## config.mk

```make
export PLATFORM = sky130hd
export DESIGN_NAME = uart_rx_fifo
export DESIGN_NICKNAME = d
export VERILOG_FILES = /design/src/rtl/uart_rx_fifo.sv
export SDC_FILE = /design/constraint.sdc
export NUM_CORES = 1
export LEC_CHECK = 0
export CORE_ASPECT_RATIO = 1.2
export CORE_MARGIN = 4
export CORE_UTILIZATION = 59
export DETAILED_ROUTE_END_ITERATION = 6
export GPL_ROUTABILITY_DRIVEN = 0
export PLACE_DENSITY = 0.87
export RECOVER_POWER = 25
export SYNTH_ARGS = -nofsm -noshare
export SYNTH_HDL_FRONTEND = slang
export SYNTH_SLANG_ARGS = --single-unit
```

## constraint.sdc

```tcl
create_clock -name clk -period 2.9 [get_ports clk]
set_input_delay 0.58 -clock clk [delete_from_list [all_inputs] [get_ports clk]]
set_output_delay 0.58 -clock clk [all_outputs]
set_load 0.02 [all_outputs]
```

## src/rtl/uart_rx_fifo.sv

```systemverilog
`default_nettype none
// ============================================================================
// Module  : uart_rx_fifo
// Purpose : 8N1 UART receiver feeding a small first-word-fall-through FIFO
//           that a valid/ready consumer drains.
// Revision: 1.0 - initial release
// ----------------------------------------------------------------------------
// Ports:
//   clk        in   system clock, rising edge
//   rst        in   asynchronous active-low reset (0 = reset)
//   rx         in   serial line, idle high, asynchronous to clk
//   rd_ready   in   consumer accepts the head byte this cycle
//   rd_data    out  FIFO head byte, valid when rd_valid=1
//   rd_valid   out  FIFO non-empty
//   fifo_count out  number of bytes held (0..FIFO_DEPTH)
//   stop_error out  one-cycle pulse: stop bit sampled low
//   overflow   out  one-cycle pulse: good byte dropped, FIFO was full
// ============================================================================
module uart_rx_fifo #(
  parameter int CLKS_PER_BIT = 434,
  parameter int FIFO_DEPTH   = 4
) (
  input  logic                          clk,
  input  logic                          rst,
  input  logic                          rx,
  input  logic                          rd_ready,
  output logic [7:0]                    rd_data,
  output logic                          rd_valid,
  output logic [$clog2(FIFO_DEPTH):0]   fifo_count,
  output logic                          stop_error,
  output logic                          overflow
);

  localparam int c_cnt_w = $clog2(CLKS_PER_BIT);
  localparam int c_ptr_w = $clog2(FIFO_DEPTH);

  localparam logic [c_cnt_w-1:0] c_bit_last  = c_cnt_w'(CLKS_PER_BIT - 1);
  localparam logic [c_cnt_w-1:0] c_half_last = c_cnt_w'(CLKS_PER_BIT / 2 - 1);
  localparam logic [c_ptr_w:0]   c_depth     = (c_ptr_w + 1)'(FIFO_DEPTH);

  typedef enum logic [2:0] {
    S_IDLE      = 3'd0,
    S_START     = 3'd1,
    S_DATA      = 3'd2,
    S_STOP      = 3'd3,
    S_WAIT_HIGH = 3'd4
  } state_t;

  // --------------------------------------------------------------------------
  // Two-flop synchronizer; resets to the idle (high) line level so a reset
  // never looks like a start bit.
  // --------------------------------------------------------------------------
  logic r_rx_meta;
  logic r_rx_s;

  always_ff @(posedge clk or negedge rst) begin
    if (!rst) begin
      r_rx_meta <= 1'b1;
      r_rx_s    <= 1'b1;
    end else begin
      r_rx_meta <= rx;
      r_rx_s    <= r_rx_meta;
    end
  end

  // --------------------------------------------------------------------------
  // Receive FSM
  // --------------------------------------------------------------------------
  state_t               r_state;
  logic [c_cnt_w-1:0]   r_clk_cnt;
  logic [2:0]           r_bit_cnt;
  logic [7:0]           r_shift;
  logic                 r_stop_error;

  logic w_tick_half;
  logic w_tick_bit;
  logic w_push;

  assign w_tick_half = (r_clk_cnt == c_half_last);
  assign w_tick_bit  = (r_clk_cnt == c_bit_last);
  // r_shift already holds the full byte when the stop bit is sampled.
  assign w_push      = (r_state == S_STOP) && w_tick_bit && r_rx_s;

  always_ff @(posedge clk or negedge rst) begin
    if (!rst) begin
      r_state      <= S_IDLE;
      r_clk_cnt    <= '0;
      r_bit_cnt    <= '0;
      r_shift      <= '0;
      r_stop_error <= 1'b0;
    end else begin
      r_stop_error <= 1'b0;
      case (r_state)
        S_IDLE: begin
          r_clk_cnt <= '0;
          r_bit_cnt <= '0;
          if (!r_rx_s) begin
            r_state <= S_START;
          end
        end
        S_START: begin
          // Half a bit in: re-check the line to reject short glitches and
          // align all later samples to mid-bit.
          if (w_tick_half) begin
            r_clk_cnt <= '0;
            r_bit_cnt <= '0;
            r_state   <= r_rx_s ? S_IDLE : S_DATA;
          end else begin
            r_clk_cnt <= r_clk_cnt + 1'b1;
          end
        end
        S_DATA: begin
          if (w_tick_bit) begin
            r_clk_cnt <= '0;
            r_shift   <= {r_rx_s, r_shift[7:1]};
            r_bit_cnt <= r_bit_cnt + 3'd1;
            if (r_bit_cnt == 3'd7) begin
              r_state <= S_STOP;
            end
          end else begin
            r_clk_cnt <= r_clk_cnt + 1'b1;
          end
        end
        S_STOP: begin
          if (w_tick_bit) begin
            r_clk_cnt <= '0;
            if (r_rx_s) begin
              r_state <= S_IDLE;
            end else begin
              r_stop_error <= 1'b1;
              r_state      <= S_WAIT_HIGH;
            end
          end else begin
            r_clk_cnt <= r_clk_cnt + 1'b1;
          end
        end
        S_WAIT_HIGH: begin
          // A held-low line (break) must not be decoded as further frames.
          if (r_rx_s) begin
            r_state <= S_IDLE;
          end
        end
        default: begin
          r_state <= S_IDLE;
        end
      endcase
    end
  end

  // --------------------------------------------------------------------------
  // First-word-fall-through FIFO
  // --------------------------------------------------------------------------
  logic [7:0]         r_mem [FIFO_DEPTH];
  logic [c_ptr_w-1:0] r_wr_ptr;
  logic [c_ptr_w-1:0] r_rd_ptr;
  logic [c_ptr_w:0]   r_count;
  logic               r_overflow;

  logic w_full;
  logic w_pop;
  logic w_wr_en;

  assign w_full  = (r_count == c_depth);
  assign w_pop   = rd_valid && rd_ready;
  // When full, a same-cycle pop frees the slot the write pointer points at.
  assign w_wr_en = w_push && (!w_full || w_pop);

  always_ff @(posedge clk or negedge rst) begin
    if (!rst) begin
      for (int i = 0; i < FIFO_DEPTH; i++) begin
        r_mem[i] <= '0;
      end
      r_wr_ptr   <= '0;
      r_rd_ptr   <= '0;
      r_count    <= '0;
      r_overflow <= 1'b0;
    end else begin
      r_overflow <= w_push && w_full && !w_pop;
      if (w_wr_en) begin
        r_mem[r_wr_ptr] <= r_shift;
        r_wr_ptr        <= r_wr_ptr + 1'b1;
      end
      if (w_pop) begin
        r_rd_ptr <= r_rd_ptr + 1'b1;
      end
      case ({w_wr_en, w_pop})
        2'b10:   r_count <= r_count + 1'b1;
        2'b01:   r_count <= r_count - 1'b1;
        default: r_count <= r_count;
      endcase
    end
  end

  assign rd_data    = r_mem[r_rd_ptr];
  assign rd_valid   = (r_count != '0);
  assign fifo_count = r_count;
  assign stop_error = r_stop_error;
  assign overflow   = r_overflow;

endmodule
`default_nettype wire

```

==> results.md <==
- The number of hold buffers added after CTS is 0.
- The die is 87.2 µm tall.
- The worst hold path startpoint is r_rx_meta$_DFF_PN1_.
- Pin placement for this block handled 18 I/O pins.
- The area overhead of the layout relative to synthesis is 16.7%.
- The final layout contains routed wiring with a total length of 5.68 mm.
- Entering global routing, the biggest net connects 67 pins.
- The number of antenna violations at the first check in global routing was 0.
- The setup check on the worst reg-to-reg path leaves a slack of 0.49 ns.
- The final reports fail on capacitance limit, slew limit.
- After floorplanning, the core was sized to cover 0.00501 mm².
- The number of port buffers is 17.
- STA puts the critical path data required time at 3.17 ns.
- The clock-pin slew on the worst setup and hold paths is 0.07 ns.
- In the routed design, unresolved DRC markers number 0.
- Of the total power, the share spent switching nets is 25.9%.
- The synthesized flop and latch total is 66.
- Across all setup checks in the final design, the least slack found is 0.325 ns.
- Across all layers, the routed design uses 1875 vias.
- The longest clock path from root to sink contains 2 buffers.
- The flow ran to the end, but the final reports show violations.
- The final global-route overflow total is 0.
- A synthesized cell averages 13.6 µm².
- After clock tree synthesis, the setup repair step added 0 buffers.
- VDD sags by at most 0.000393 V.
- The H-tree generated during clock tree synthesis spans 3 levels.
- The effective utilization at floorplan is 61.6%.
- The clock network burns 41.5% of the power.
- For this run, the number of Yosys warnings is 0.
- In the final layout, the share of cells above drive strength 1 is 33.1%.
- CTS saw 66 sinks.
- TritonCTS built the clock tree.
- The post-route standard cell area excluding fillers is 0.00360 mm².
- The combined global-route utilization of all metal layers is 20.7%.
- The total CTS buffers is 9.
- Measured against its own limit, the worst slew margin works out to -6.08%.
- STA classifies the critical path startpoint as a primary input.
- Sequential cells were found to cover 53.6% of the synthesized design area.
- Across all hold checks on the routed design, the worst slack comes to 0.359 ns.
- For hold timing, the worst endpoint is r_rx_s$_DFF_PN1_.
- The count of final max-slew check failures is 67.
- At the placement stage, the worst setup path has a slack of -0.0365 ns.
- The post-synthesis instance area is 0.00309 mm².
- Setup repair after global routing left no endpoint under its margin.
- The detail route stage leaves a number of antenna-violating nets equal to 0.
- The die is 74.0 µm wide.
- For this run, asynchronously set or reset flops after synthesis account for 100%.
- The analysis attributes to net switching a power of 0.593 mW.
- The final standard cell count with taps included and fillers excluded is 320.
- The first TritonRoute pass finished after 4 iterations.
- The arrival time at the worst endpoint is 2.84 ns.
- The part of the cycle the worst path needs is 88.8%.
- For this design the static power due to leakage is 1.73 nW.
- The origin of the critical flop-to-flop path is fifo_count[1]$_DFFE_PN0P_.
- The count of max-cap constraint violations is 1.
- The cell count after placement is 304.
- The largest driver fanout on the critical path is 2.
- The number of global-route vias before repair is 2010.
- The cell count of the worst reg-to-reg path is 9.
- The number of endpoints failing setup at the final stage is 0.
- In the final design database the tool counted 270 nets.
- For this run, the leading register cell type out of synthesis is sky130_fd_sc_hd__dfrtp_1.
- The global-route wire length before repair is 9.69 mm.
- The sum of net half-perimeters after detailed placement is 3.93 mm.
- The path class of the tightest hold or removal check is reg2reg.
- The kind of capture point of the worst setup path is a register.
- Counting flops with a built-in enable in the synthesized netlist gives 0.
- In the synthesized netlist, the number of instances is 227.
- Sequential cells burn 44.3% of the power.
- Fill cells in the final layout number 326.
- The number of gates resized after cts is 0.
- The row count is 28.
- The number of stages on the worst hold path is 0.
- After the first detailed-routing iteration, the DRC count stood at 101.
- Dividing the detail-routed wire length by the instance count gives 17.8 µm.
- The clock tree root buffer cell is sky130_fd_sc_hd__clkbuf_8.
- The placed instances occupy a cell area of 0.00337 mm².
- The ratio of total power to cell area is 637 mW/mm².
- The number of nets in the synthesized netlist is 242.
- The via density per instance is 5.86.
- The final number of hold-violating endpoints is 0.
- By startpoint and endpoint, the worst setup path is classified as in2reg.
- The latest clock arrival within the worst-skew pair is 0.34 ns.
- 0 antenna diodes ended up in the layout.
- The highest achievable clock rate is 388 MHz.
- At the pin with the least slew margin, the transition time is 1.59 ns.
- The clock period minus worst slack is 2.58 ns.
- The internal portion of the total power is 1.70 mW.
- After synthesis, the netlist uses 41 different library cells.
- The die area is 0.00646 mm².
- The terminus of the critical flop-to-flop path is fifo_count[2]$_DFFE_PN0P_.
- Combinational logic burns 14.2% of the power.
- The worst-case clock skew is 0.00993 ns.
## power by group through the flow
| stage | combinational (mW) | sequential (mW) | clock, mW |
|---|---|---|---|
| final | 0.325 | 1.02 | 0.952 |
| after global routing | 0.353 | 1.03 | 1.01 |
| after CTS | 0.337 | 1.02 | 0.967 |
| after detailed placement | 0.335 | 1.04 | 0 |
| after global placement | 0.317 | 1.03 | 0 |
| after floorplan | 0.201 | 1.03 | 0 |
## cell type report
| cell class | instances | area [µm²] | share of cell area [%] |
|---|---|---|---|
| Clock buffer | 9 | 124 | 3.44 |
| Clock inverter | 7 | 124 | 3.44 |
| Inverter | 8 | 30.0 | 0.834 |
| Multi-Input combinational cell | 146 | 1380 | 38.3 |
| Sequential cell | 66 | 1650 | 45.9 |
| Tap cell | 60 | 75.1 | 2.08 |
| Timing Repair Buffer | 24 | 215 | 5.98 |
## flip-flops by register name, summed over array words and instances, names as in the netlist
| register | cells |
|---|---|
| fifo_count | 3 |
| r_clk_cnt | 9 |
| r_rx_s | 1 |
| stop_error | 1 |
| r_rd_ptr | 2 |
| overflow | 1 |
| r_mem | 32 |
| r_wr_ptr | 2 |
| r_shift | 8 |
| r_bit_cnt | 3 |
| r_state | 3 |
| r_rx_meta | 1 |
## cells in the mapped netlist (4+ instances only)
master | n | share of area [%]
sky130_fd_sc_hd__ha_1 | 10 | 4.1
sky130_fd_sc_hd__a22o_1 | 5 | 1.4
sky130_fd_sc_hd__nand2_1 | 13 | 1.6
sky130_fd_sc_hd__nor3_1 | 6 | 0.97
sky130_fd_sc_hd__dfrtp_1 | 64 | 52
sky130_fd_sc_hd__nand2_2 | 4 | 0.81
sky130_fd_sc_hd__xor2_1 | 6 | 1.7
sky130_fd_sc_hd__mux4_2 | 8 | 5.8
sky130_fd_sc_hd__inv_1 | 8 | 0.97
sky130_fd_sc_hd__nor2_1 | 8 | 0.97
sky130_fd_sc_hd__o21ai_0 | 5 | 0.81
sky130_fd_sc_hd__mux2_2 | 40 | 15
## critical path, stage by stage
cell	delay [ns]
sky130_fd_sc_hd__clkdlybuf4s50_1	0.41
sky130_fd_sc_hd__or4b_2	0.63
sky130_fd_sc_hd__nor4b_4	0.16
sky130_fd_sc_hd__inv_1	0.07
sky130_fd_sc_hd__ha_1	0.15
sky130_fd_sc_hd__inv_1	0.06
sky130_fd_sc_hd__fa_1	0.38
sky130_fd_sc_hd__xor2_1	0.15
sky130_fd_sc_hd__nor2_1	0.11
sky130_fd_sc_hd__xor2_1	0.15
## layer usage
metal / global-route usage (%) / up-vias / share of wire, %
met5: 0 / - / 0
met4: 10.9 / 0 / 2.0
met3: 4.97 / 8 / 2.6
met2: 35.3 / 31 / 54
met1: 23.9 / 956 / 41
li1: - / 880 / -
## logic make-up after synthesis
logic type               after synthesis  share of synthesized area [%]
flip-flops                            66                           53.6
buffers and inverters                 15                           1.95
multiplexers                          51                           21.5
AND/OR/NAND/NOR                       50                           9.32
AO/OA/AOI/OAI                         25                           6.40
XOR/XNOR                               9                           2.55
adder cells (fa/ha/maj)               11                           4.70
## worst max-delay path by stage
stage	slack, ns	cells after the start	to	from
after global routing	0.27	3	rd_data[7]	r_rd_ptr[0]$_DFFE_PN0P_
after detailed placement	-0.04	10	fifo_count[2]$_DFFE_PN0P_	rd_ready
after global placement	0.03	10	fifo_count[2]$_DFFE_PN0P_	rd_ready
final	0.32	10	fifo_count[2]$_DFFE_PN0P_	rd_ready
after floorplan	0.42	9	fifo_count[2]$_DFFE_PN0P_	rd_ready
after CTS	0.32	10	fifo_count[2]$_DFFE_PN0P_	rd_ready
## through the flow
step,power (mW),TNS (ns),util [%]
floorplan,1.23,0,-
global placement,1.35,0,67.2
detailed placement,1.37,-0.0365,67.2
CTS,2.32,0,72.2
global route,2.39,0,71.9
finish,2.29,0,71.9
## cell usage in the layout (no fill, tap or decap), drive strengths merged, types with 3 or more instances in the layout
cell type,synthesis,final
xor2,6,6
nand4b,3,3
inv,8,10
dfrtp,64,64
clkbuf,3,10
o21a,3,3
nand2,17,17
nor3,6,6
a21oi,3,3
mux4,8,8
o21ai,6,6
mux2,42,42
xnor2,3,3
a22o,5,5
nor4,3,3
clkdlybuf4s50,0,16
nor2,8,8
ha,10,10
buf,4,7
bufinv,0,3
nand2b,3,3
Note: power is estimated with default switching activity, not from simulation.
==> patch 1: new RTL, same flow settings <==
The parameter `FIFO_DEPTH` goes from 4 to 8.
--- a/src/rtl/uart_rx_fifo.sv
+++ b/src/rtl/uart_rx_fifo.sv
@@ -20,3 +20,3 @@
   parameter int CLKS_PER_BIT = 434,
-  parameter int FIFO_DEPTH   = 4
+  parameter int FIFO_DEPTH   = 8
 ) (
Interface: changed (resized fifo_count); port bits go from 18 to 19. The function was not compared with the original's and may differ.
==> patch 1 against the unedited design <==
The run still ends with max-capacitance violations, max-slew violations left; fmax is 3.4% lower; worst setup slack worse by 0.092 ns; cell area rose by 52%; routed wire length rose by 61%; synthesized area is 60% higher; total power up 0.18%; final cell count up 53%; synthesized cell count is 55% higher; die area grew 53%; sequential cell count is 35 higher.
==> patch 1: results (changes against the unedited design) <==
* Run status: complete, but fails checks
* Failing checks: max-capacitance violations, max-slew violations
* Mapped Cells at 352 (+55%)
* Post-place instance area at 5279 µm² (+57%)
* Port Buffer Count at 18 (+1)
* Vias in the first global route at 3049 (+52%)
* Crit-path leading delay family: multiplexers
* Met1 Wirelength at 3938 µm (+68%)
* CP Max Fanout at 18 (+16)
* Period Utilization, post-route at 91.95% (+3.2 points)
* Total iterations of the first detailed-routing run at 6 (+2)
* Commonest cells in the netlist: 99 x dfrtp_1, 76 x mux2_2, 16 x mux4_2
* R2R setup slack at 0.36 ns (-0.13 ns)
* Leakage power at 2.703 nW (+56%)
* Dpl cells at 475 (+56%)
* Die extent in x at 91.42 µm (+23%)
* Data arrival, critical path at 2.09 ns (-0.75 ns)
* Fillers at 573 (+76%)
* Layout Cell Area excl Fill at 5478 µm² (+52%)
* Crit path capture: rd_data[4]
* Via count at 2893 (+54%)
* DRT iter0 DRCs at 112 (+11%)
* Setup WS pre-CTS at 0.1626 ns (+0.1991 ns)
* Compound-Gate Fraction of Synth Area at 4.038% (-2.4 points)
* Drt wl/cell at 18.61 µm (+4.8%)
* Global Route met1 Usage at 25.55% (+1.7 points)
* Worst Skew at 0.01044 ns (+0.0005064 ns)
* Largest regs: r_mem x64, r_clk_cnt x9, r_shift x8
* WHS at 0.3609 ns (+0.002195 ns)
* Synth area leaders: dfrtp_1 50%, mux2_2 17%, mux4_2 7.3%, ha_1 2.5%, mux2_4 2.4%
* Mux cell area share after synthesis at 27.32% (+5.8 points)
* Distinct cell type count after synthesis at 58 (+41%)
* Worst-Skew Late Latency at 0.36 ns (+0.02 ns)
* CP max-delay cell: mux4_2
* Metal2 WL at 4891 µm (+59%)
* Slew Limit Fails at 69 (+3.0%)
* Max-cap viol count at 1 (unchanged)
* Layout clock area frac at 3.518% (-3.4 points)
* Sequential Area at 2530 µm² (+53%)
* Synth Area in XOR/XNOR at 2.311% (-0.24 points)
* Post-DP HPWL at 6028 µm (+53%)
* Clkbuf count at 10 (+1)
==> patch 1: cell types whose count changed in the layout (fill, tap and decap cells not counted), sizes merged, moves of 4 or more <==
| cell | delta |
|---|---|
| mux2 | +42 |
| dfrtp | +35 |
| clkdlybuf4s50 | -8 |
| mux4 | +8 |
| buf | +5 |
| dlymetal6s2s | +5 |
| nand3 | +5 |
| nor2 | +5 |
| xnor2 | +5 |
| a22o | -4 |
| nand2 | -4 |
| nand4 | +4 |
| nor3 | +4 |
==> patch 1: where the power goes <==
group	switching, W	internal [W]	total [W]
sequential	0.00000142	0.00141	0.00141
combinational	0.0000271	0.00000542	0.0000325
clock	0.000503	0.000350	0.000854
total	0.000532	0.00177	0.00230
==> patch 1: repair_timing <==
item,CTS,global route
resized for setup,3,5
cloned,0,0
hold buffers,0,0
setup buffers,0,0
setup endpoints to repair,3,5
==> patch 2: new RTL, same settings <==
Without the edit above. Reset style: synchronous (`rst`), changed in 3 clocked blocks. Comments in the files are not updated.
--- a/src/rtl/uart_rx_fifo.sv
+++ b/src/rtl/uart_rx_fifo.sv
@@ -55,3 +55,3 @@
 
-  always_ff @(posedge clk or negedge rst) begin
+  always_ff @(posedge clk) begin
     if (!rst) begin
@@ -83,3 +83,3 @@
 
-  always_ff @(posedge clk or negedge rst) begin
+  always_ff @(posedge clk) begin
     if (!rst) begin
@@ -167,3 +167,3 @@
 
-  always_ff @(posedge clk or negedge rst) begin
+  always_ff @(posedge clk) begin
     if (!rst) begin
Function: no difference found for any inputs over 10 cycles, from zero or initial values and one cycle with rst low; that may be too few to reach the edited logic, so the function may still have changed.
==> patch 2 against the unedited design <==
Routed wire length is 8.3% higher; sequential cell count is 2 higher; worst setup slack worse by 0.12 ns; synthesized area is 5.6% higher; non-clock buffer count is 5 higher; cell area is 2.3% higher; clock skew is 0.00081 ns higher.
Power is not compared: it rests on default switching activity, and its combinational part moved more than twofold at a synthesized area within 25%.
==> patch 2: results (changes against the unedited design) <==
* Run status: finished clean
* # diodes at 0 (unchanged)
* Mean Syn Cell Area at 11.09 µm² (-18%)
* Commonest cells in the netlist: 36 x dfxtp_1, 32 x edfxtp_1, 30 x nand2_1
* Reg clk slew, reported paths at 0.08 ns
* Max incr delay on CP at 0.65 ns (+0.02 ns)
* DR vias/cell at 5.945 (+1.5%)
* Layout cells sized above 1 at 11.49% (-22 points)
* Vias in the first global route at 2220 (+10%)
* Dpl cells at 368 (+21%)
* Syn nets at 304 (+26%)
* Port Buffer Count at 17 (unchanged)
* Hold WC Path Type: reg -> reg
* Drt wl/cell at 16.02 µm (-9.8%)
* Post-synth EDFFs at 32 (+32)
* CP max-delay cell: dfxtp_1
* Worst Skew at 0.01075 ns (+0.0008134 ns)
* Synth area leaders: edfxtp_1 29%, dfxtp_1 22%, mux4_2 5.5%, and2_1 4.6%, nand2_1 3.5%
* Fillers at 376 (+15%)
* Post-synth ARST share at 0% (-100 points)
* Initial antenna violation count at 0 (unchanged)
* Root buf cell: clkbuf_8
* Setup WS pre-CTS at 0.1298 ns (+0.1664 ns)
* Layout net count at 327 (+21%)
* Relative slew slack at 18.21% (+24 points)
* Post-place instance area at 3483 µm² (+3.4%)
* Via count at 2283 (+22%)
* First-pass GRT wire length at 10400 µm (+7.3%)
* Distinct cell type count after synthesis at 51 (+24%)
* Seq/Total Area, Yosys at 51.57% (-2.0 points)
* Inserted Clock Buffers at 9 (unchanged)
* Largest net degree at the start of global routing at 22 (-67%)
* DRT iter0 DRCs at 148 (+47%)
* GRT Util Overall at 20.55% (-0.19 points)
* Post-DP HPWL at 4404 µm (+12%)
* Largest regs: r_mem x32, r_clk_cnt x9, r_shift x8
* CP Max Fanout at 8 (+6)
* Crit-path leading delay family: flip-flops
==> patch 2: changes by cell type after synthesis, moves of 5 or more <==
| cell | change |
|---|---|
| dfrtp_1 | -64 |
| mux2_2 | -40 |
| dfxtp_1 | +36 |
| edfxtp_1 | +32 |
| and2_1 | +23 |
| nand2_1 | +17 |
| a21oi_1 | +14 |
| nand3_1 | +12 |
| and3_1 | +7 |
| mux2i_1 | +7 |
| a22o_1 | -5 |
| buf_6 | +5 |
| ha_1 | -5 |
| xor2_1 | -5 |
==> patch 2: power by group through the flow <==
| stage | clock network (W) | registers [W] | logic (W) |
|---|---|---|---|
| final | 0.000956 | 0.00104 | 0.0000692 |
| after global routing | 0.00101 | 0.00104 | 0.0000752 |
| after CTS | 0.000966 | 0.00104 | 0.0000727 |
| after detailed placement | 0 | 0.00106 | 0.0000725 |
| after global placement | 0 | 0.00106 | 0.0000703 |
| after floorplan | 0 | 0.00105 | 0.0000441 |
==> patch 2: area by class of cell <==
type | count | area (µm²) | share of cell area [%]
Multi-Input combinational cell | 200 | 1395 | 37.87
Clock inverter | 4 | 76.32 | 2.072
Inverter | 9 | 33.78 | 0.9171
Clock buffer | 12 | 177.7 | 4.823
Tap cell | 62 | 77.57 | 2.106
Sequential cell | 68 | 1682 | 45.65
Timing Repair Buffer | 29 | 241.5 | 6.556
==> patch 2: path summary, 6_finish.rpt <==
path           startpoint     endpoint  slack (ns)  depth (start not counted)
max                  flop   rd_data[5]        0.21                          2
min             r_rx_meta       r_rx_s        0.42                          1
max reg2reg  r_clk_cnt[0]  r_mem[3][4]        0.29                          6
min reg2reg     r_rx_meta       r_rx_s        0.42                          1
==> patch 2: routing by layer <==
| layer | wire [µm] | vias to the layer above | share of wire (%) | global-route usage [%] |
|---|---|---|---|---|
| met3 | 282 | 10 | 4.6 | 5.849 |
| met1 | 2503 | 1097 | 41 | 23.00 |
| li1 | - | 1117 | - | - |
| met4 | 112 | 0 | 1.8 | 8.903 |
| met5 | 0 | - | 0 | 0 |
| met2 | 3251 | 59 | 53 | 35.83 |
==> patch 2: through the flow <==
step	hold slack [ns]	utilization, %
2_1_floorplan	0.3863	-
3_5_place_dp	0.4062	65.31
6_report	0.4195	69.06
4_1_cts	0.4259	70.07
5_1_grt	0.4344	69.06
3_3_place_gp	0.3900	65.31
==> patch 2: kinds of logic after synthesis <==
kind of cell,count (synthesis),synth area share [%]
xor+xnor,5,1.343
mux,16,7.982
fa+ha+maj,6,2.533
compound gates,45,9.017
buf+inv,26,4.566
simple gates,128,22.99
flops,68,51.57
